File: config.mk
export PLATFORM = sky130hd
export DESIGN_NAME = data_mem_responder_flat
export DESIGN_NICKNAME = d
export VERILOG_FILES = /design/src/rtl/cpu_mem_pkg.sv /design/src/rtl/data_mem_responder_if.sv /design/src/rtl/dmem_byte_array.sv /design/src/rtl/data_mem_responder.sv /design/src/flat_wrapper.sv
export SDC_FILE = /design/constraint.sdc
export NUM_CORES = 2
export LEC_CHECK = 0
export ABC_AREA = 1
export BUFFER_PORTS_ARGS = -buffer_cell sky130_fd_sc_hd__buf_4
export CORE_MARGIN = 4
export CORE_UTILIZATION = 65
export CTS_CLUSTER_DIAMETER = 40
export DETAILED_ROUTE_END_ITERATION = 8
export PLACE_DENSITY = 0.82
export SLEW_MARGIN = 20
export SYNTH_ARGS = -nofsm -noshare
export SYNTH_HDL_FRONTEND = slang
export SYNTH_SLANG_ARGS = --single-unit
File: constraint.sdc
create_clock -name clk -period 9.7 [get_ports clk]
set_input_delay 0.485 -clock clk [delete_from_list [all_inputs] [get_ports clk]]
set_output_delay 0.485 -clock clk [all_outputs]
set_load 0.01 [all_outputs]
File: src/rtl/cpu_mem_pkg.sv
// cpu_mem_pkg: shared state encoding and constants for the CPU data-memory responder.
package cpu_mem_pkg;
  typedef enum logic [1:0] {IDLE = 2'd0, WAIT = 2'd1, RESP = 2'd2} state_t;
  localparam logic [31:0] ERR_RDATA = 32'hDEAD_BEEF;
  localparam int WORD_BYTES = 4;
endpackage

File: src/rtl/data_mem_responder_if.sv
// data_mem_responder_if: CPU data-memory request/response bus.
interface data_mem_responder_if #(parameter int ADDR_W = 32);
  logic req;
  logic we;
  logic [ADDR_W-1:0] addr;
  logic [31:0] wdata;
  logic [31:0] rdata;
  logic ready;
  logic err;
  modport master (output req, we, addr, wdata, input rdata, ready, err);
  modport slave (input req, we, addr, wdata, output rdata, ready, err);
endinterface

File: src/rtl/dmem_byte_array.sv
// dmem_byte_array: big-endian byte RAM with a word write port, word read and clear-on-reset.
module dmem_byte_array
  import cpu_mem_pkg::*;
#(
  parameter int DEPTH_BYTES = 128,
  parameter int WA = $clog2(DEPTH_BYTES / WORD_BYTES)
) (
  input  logic          clk,
  input  logic          Reset,
  input  logic          we_i,
  input  logic [WA-1:0] waddr_i,
  input  logic [31:0]   wdata_i,
  output logic [31:0]   rdata_o
);
  logic [7:0] mem_q [DEPTH_BYTES];
  assign rdata_o = {mem_q[{waddr_i, 2'd0}], mem_q[{waddr_i, 2'd1}],
                    mem_q[{waddr_i, 2'd2}], mem_q[{waddr_i, 2'd3}]};
  always_ff @(posedge clk) begin
    if (!Reset) begin
      for (int i = 0; i < DEPTH_BYTES; i++) mem_q[i] <= 8'h00;
    end else if (we_i) begin
      mem_q[{waddr_i, 2'd0}] <= wdata_i[31:24];
      mem_q[{waddr_i, 2'd1}] <= wdata_i[23:16];
      mem_q[{waddr_i, 2'd2}] <= wdata_i[15:8];
      mem_q[{waddr_i, 2'd3}] <= wdata_i[7:0];
    end
  end
endmodule

File: src/rtl/data_mem_responder.sv
// data_mem_responder: word load/store responder with programmable wait states and
// misaligned/out-of-range rejection, backed by a big-endian byte array.
module data_mem_responder
  import cpu_mem_pkg::*;
#(
  parameter int DEPTH_BYTES = 128,
  parameter int WAIT_CYCLES = 2,
  parameter int ADDR_W      = 32
) (
  input logic clk,
  input logic Reset,
  data_mem_responder_if.slave bus
);
  localparam int WA = $clog2(DEPTH_BYTES / WORD_BYTES);
  localparam logic [ADDR_W-1:0] MAX_ADDR = ADDR_W'(DEPTH_BYTES - WORD_BYTES);
  if (WAIT_CYCLES < 0 || WAIT_CYCLES > 15) begin : g_wait_chk
    $error("WAIT_CYCLES must be in 0..15");
  end
  if (DEPTH_BYTES % WORD_BYTES != 0) begin : g_depth_chk
    $error("DEPTH_BYTES must be a multiple of 4");
  end
  state_t state_q;
  logic [3:0] wcnt_q;
  logic we_q, ready_q, err_q;
  logic [ADDR_W-1:0] addr_q;
  logic [31:0] wdata_q, rdata_q, mem_rd;
  logic eff_we, to_resp, bad;
  logic [ADDR_W-1:0] eff_addr;
  logic [31:0] eff_wdata;
  // With zero wait states RESP is entered on the accepting edge, so use the live bus then.
  always_comb begin
    eff_we    = state_q == IDLE ? bus.we : we_q;
    eff_addr  = state_q == IDLE ? bus.addr : addr_q;
    eff_wdata = state_q == IDLE ? bus.wdata : wdata_q;
    to_resp   = state_q == IDLE ? bus.req && WAIT_CYCLES == 0 : state_q == WAIT && wcnt_q == 4'd1;
    bad       = eff_addr[1:0] != 2'd0 || eff_addr > MAX_ADDR;
  end
  dmem_byte_array #(.DEPTH_BYTES(DEPTH_BYTES)) u_arr (
    .clk     (clk),
    .Reset   (Reset),
    .we_i    (to_resp && eff_we && !bad),
    .waddr_i (eff_addr[WA+1:2]),
    .wdata_i (eff_wdata),
    .rdata_o (mem_rd)
  );
  always_ff @(posedge clk) begin
    if (!Reset) begin
      state_q <= IDLE;
      wcnt_q  <= '0;
      we_q    <= 1'b0;
      addr_q  <= '0;
      wdata_q <= '0;
      ready_q <= 1'b0;
      err_q   <= 1'b0;
      rdata_q <= '0;
    end else begin
      ready_q <= to_resp;
      err_q   <= to_resp && bad;
      if (to_resp && (bad || !eff_we)) rdata_q <= bad ? ERR_RDATA : mem_rd;
      case (state_q)
        IDLE: if (bus.req) begin
          we_q    <= bus.we;
          addr_q  <= bus.addr;
          wdata_q <= bus.wdata;
          wcnt_q  <= 4'(WAIT_CYCLES);
          state_q <= WAIT_CYCLES == 0 ? RESP : WAIT;
        end
        WAIT: begin
          wcnt_q <= wcnt_q - 4'd1;
          if (wcnt_q == 4'd1) state_q <= RESP;
        end
        default: state_q <= IDLE;
      endcase
    end
  end
  assign bus.rdata = rdata_q;
  assign bus.ready = ready_q;
  assign bus.err   = err_q;
endmodule

File: src/flat_wrapper.sv
// flat-port wrapper written by rule: the top's interface ports become plain ports
module data_mem_responder_flat import cpu_mem_pkg::*;
#(
  parameter int DEPTH_BYTES = 128,
  parameter int WAIT_CYCLES = 2,
  parameter int ADDR_W      = 32
)
  (clk, Reset, bus_req, bus_we, bus_addr, bus_wdata, bus_rdata, bus_ready, bus_err);
  data_mem_responder_if #(.ADDR_W(ADDR_W)) bus_i ();
  input logic clk;
  input logic Reset;
  input wire logic [$bits(bus_i.req)-1:0] bus_req;
  input wire logic [$bits(bus_i.we)-1:0] bus_we;
  input wire logic [$bits(bus_i.addr)-1:0] bus_addr;
  input wire logic [$bits(bus_i.wdata)-1:0] bus_wdata;
  output wire logic [$bits(bus_i.rdata)-1:0] bus_rdata;
  output wire logic [$bits(bus_i.ready)-1:0] bus_ready;
  output wire logic [$bits(bus_i.err)-1:0] bus_err;
  assign bus_i.req = bus_req;
  assign bus_i.we = bus_we;
  assign bus_i.addr = bus_addr;
  assign bus_i.wdata = bus_wdata;
  assign bus_rdata = bus_i.rdata;
  assign bus_ready = bus_i.ready;
  assign bus_err = bus_i.err;
  data_mem_responder #(.DEPTH_BYTES(DEPTH_BYTES), .WAIT_CYCLES(WAIT_CYCLES), .ADDR_W(ADDR_W)) u_core (.clk(clk), .Reset(Reset), .bus(bus_i));
endmodule
==> impl_results.md <==
* Die Wd at about 300 um
* Fill count at ~5600
* First-pass GRT wire length at between 200 and 250 mm
* Worst-path cell chain: inv_2, nand2_4, nand2_2, buf_4, nand2_4, nor3_4, buf_4, nand2_4, nand2_1, buf_4
* Most common cell in the netlist: nand2_1
* RSZ-0062 raised after global routing: no
* Largest net degree at the start of global routing at 189
* Core Util, Final at 0.725
* Setup violators final at 0
* Cell-internal power at around 9 mW
* Max_cap viols at 0
* R2R depth at 10
* Net Sw Frac at 0.290
* Total Wirelength at 160 mm
* Top FF cell, synth: edfxtp_1
* Synth top area cells: edfxtp_1, nand2_1, nor2_2
* FP Rows at 105
* Total GRT Usage at 0.364
* Worst skew pair latency at around 0.74 ns
* Worst hold stages at 3
* Post-route cell area at approximately 0.060 mm2
* Layout cell share with drive strength beyond 1 at 0.199
* Slew @ Worst Pin at around 1.1 ns
* Drt pass-1 iters at 6
* Logic pwr share at 0.148
* Starting density of the core at 0.657
* Endpoints failing hold at 0
* Crit-path max FO at 65
* Register area share after synthesis at 0.608
* Switching pwr at around 3.7 mW
* LEAKAGE at 25.6 nW
* CTS Buf Count at 140
* Synthesized area per cell at slightly above 9 um2
* Min cycle time layout at 5.31 ns
* Reg clk slew, reported paths at around 0.06 ns
* Number of vias per cell at 5.96
* Drt wl/cell at roughly 23 um
* CP arrival at 5.70 ns
* Area of the die at ~0.09 mm2
* Delay-heaviest family, CP: simple AND/OR/NAND/NOR gates
* Worst Setup End Kind: flip-flop
* Power per cell area at around 210 mW/mm2
* Iter 0 DRT Violations at roughly 5800
* Worst Setup Start Kind: flip-flop
* Clock Path Buffers at 3
* # resized after CTS at 0
* DIE HEIGHT at between 200 and 300 um
* DRC violation count after routing at 0
* H-tree depth at 4
* Flop and latch count out of synthesis at ~1100
* Max frequency at between 150 and 200 MHz
* Net Count, Synth at ~5900
* EDFF count, synth at 1024
* CTS sink cnt at approximately 1100
* Fin crit share at 0.547
* Dpl hpwl at approximately 90 mm
* Clk root buf: clkbuf_16
* # Post-CTS Setup Buffers at 0
* Largest area contributor in the netlist: edfxtp_1
* Status: complete, no violations
* Initial antenna violation count at 2
* Vias in the first global route at roughly 40000
* CTS tree: built
* CP peak stage delay at just over 0.9 ns
* DP Area at between 0.05 and 0.06 mm2
* Rel. slew slack at 0.287
* Post-Syn Area at around 0.054 mm2
* PortBufs at 101
* Fin. max-slew vios at 0
* CP Data Required Time at between 10 and 15 ns
* Total congestion overflow at 0
* Setup CP Type: flip-flop to flip-flop
* Sequential Power Share at 0.435
* Ys async rst share at 0
* Top cell type's share of synthesized area at 0.569
* Most common library cells after synthesis: nand2_1, edfxtp_1, nor2_2
* Nets at roughly 5800
* Critical path's slowest cell: nor3_4
* Antenna Nets Post-Route at 0
* Yosys warnings at 0
* Synth cell types at 30
* Worst Path Buf+Inv at 4
* Top Ports at 102
* Post-Route Skew at roughly 0.037 ns
* IR drop worst, VDD at between 0.0002 and 0.00025 V
* Hold WC Path Type: input port to flip-flop
* Clk pwr share at 0.417
* Core ar. at around 0.082 mm2
* RD Place Congestion at 0.936
* Total number of vias at approximately 40000
* Area grow syn2layout at 10.4%
* Fin Setup TNS at 0 ns
* Mapped Cells at 5800
* CP Depth at 10
-- final timing paths --
check | from | endpoint | slack (ns)
hold reg to reg | u_core.wdata_q[17] | u_core.wdata_q[17] | 0.45
setup / recovery | u_core.state_q[1] | u_core.u_arr.mem_q[10][8] | 4.39
hold / removal | bus_addr[17] | u_core.addr_q[17] | 0.02
setup reg to reg | u_core.state_q[1] | u_core.u_arr.mem_q[10][8] | 4.39
-- power groups by stage --
stage | clock network, mW | logic (mW) | registers [mW]
2_1_floorplan | 0 | 1.09 | 5.61
3_3_place_gp | 0 | 1.77 | 5.61
3_5_place_dp | 0 | 1.80 | 5.62
4_1_cts | 5.29 | 1.82 | 5.52
5_1_grt | 5.49 | 1.98 | 5.54
6_report | 5.29 | 1.89 | 5.53
-- state kept, by name (all words and copies together), names as in the netlist --
register            flops
u_core.bus.rdata       32
u_core.u_arr.mem_q   1024
u_core.wcnt_q           4
u_core.state_q          2
u_core.bus.err          1
u_core.we_q             1
u_core.wdata_q         32
u_core.addr_q          32
u_core.bus.ready        1
-- kinds of logic after synthesis --
logic type | count (synthesis) | synth area share
simple gates | 3739 | 0.306
flops | 1129 | 0.608
buf+inv | 747 | 0.0678
compound gates | 183 | 0.0178
fa+ha+maj | 2 | 0.000463
-- area by class of cell --
type / instances / area, um2 / area share
sequential: 1129 / 32900 / 0.551
multi-input combinational: 3924 / 17900 / 0.300
clock buffer: 166 / 3740 / 0.0626
timing repair buffer: 202 / 1560 / 0.0262
tap: 1070 / 1340 / 0.0224
inverter: 331 / 1250 / 0.0209
clock inverter: 88 / 983 / 0.0165
antenna: 1 / 2.50 / 0.0000420
-- worst reg2reg max path: cells and delay by family, from the launching register on --
family	cells	cell delay [ns]
buffers and inverters	4	1.54
DFF	1	0.38
and+or+nand+nor	6	3.07
-- metal layers --
| layer | track usage | up-vias | share of wire | routed length (um) |
|---|---|---|---|---|
| met5 | 0 | - | 0.00018 | 29 |
| met4 | 0.227 | 4 | 0.072 | 11500 |
| met3 | 0.0917 | 616 | 0.14 | 22900 |
| met2 | 0.558 | 3055 | 0.45 | 71800 |
| met1 | 0.470 | 19303 | 0.34 | 53700 |
| li1 | - | 18239 | - | - |
-- cells in the final DEF, fill, tap and decap left out, types with 9 or more instances in the layout --
master      count
edfxtp_1     1024
clkbuf_1       17
nand2_4        35
nor2_1        549
clkinv_2       20
clkbuf_16     144
o21ai_0        64
clkinv_4       14
nand2_1      2188
nor3_4         12
clkinv_1        9
o21ai_4        35
bufinv_16      15
a21oi_1        74
buf_4         198
nor2_2        630
nand3b_1       26
inv_6          12
dfxtp_1       105
clkinvlp_4     14
nand3_1       284
inv_1         323
-- repair_timing --
item	in CTS	in global routing
endpoints found under the hold margin	1	0
hold buffers	1	0
endpoints found under the setup margin	0	0
-- metrics by stage --
step | power, mW | setup WS [ns] | cells | hold slack (ns)
after floorplan | 6.70 | 6.51 | 5800 | 0.430
after global placement | 7.39 | 4.40 | 6654 | 0.439
after detailed placement | 7.43 | 4.62 | 6655 | 0.445
after CTS | 12.6 | 4.58 | 6910 | 0.00121
after global routing | 13.0 | 4.32 | 6910 | 0.0370
final | 12.7 | 4.39 | 6911 | 0.0197
No activity file was read; power rests on OpenSTA's default activity.
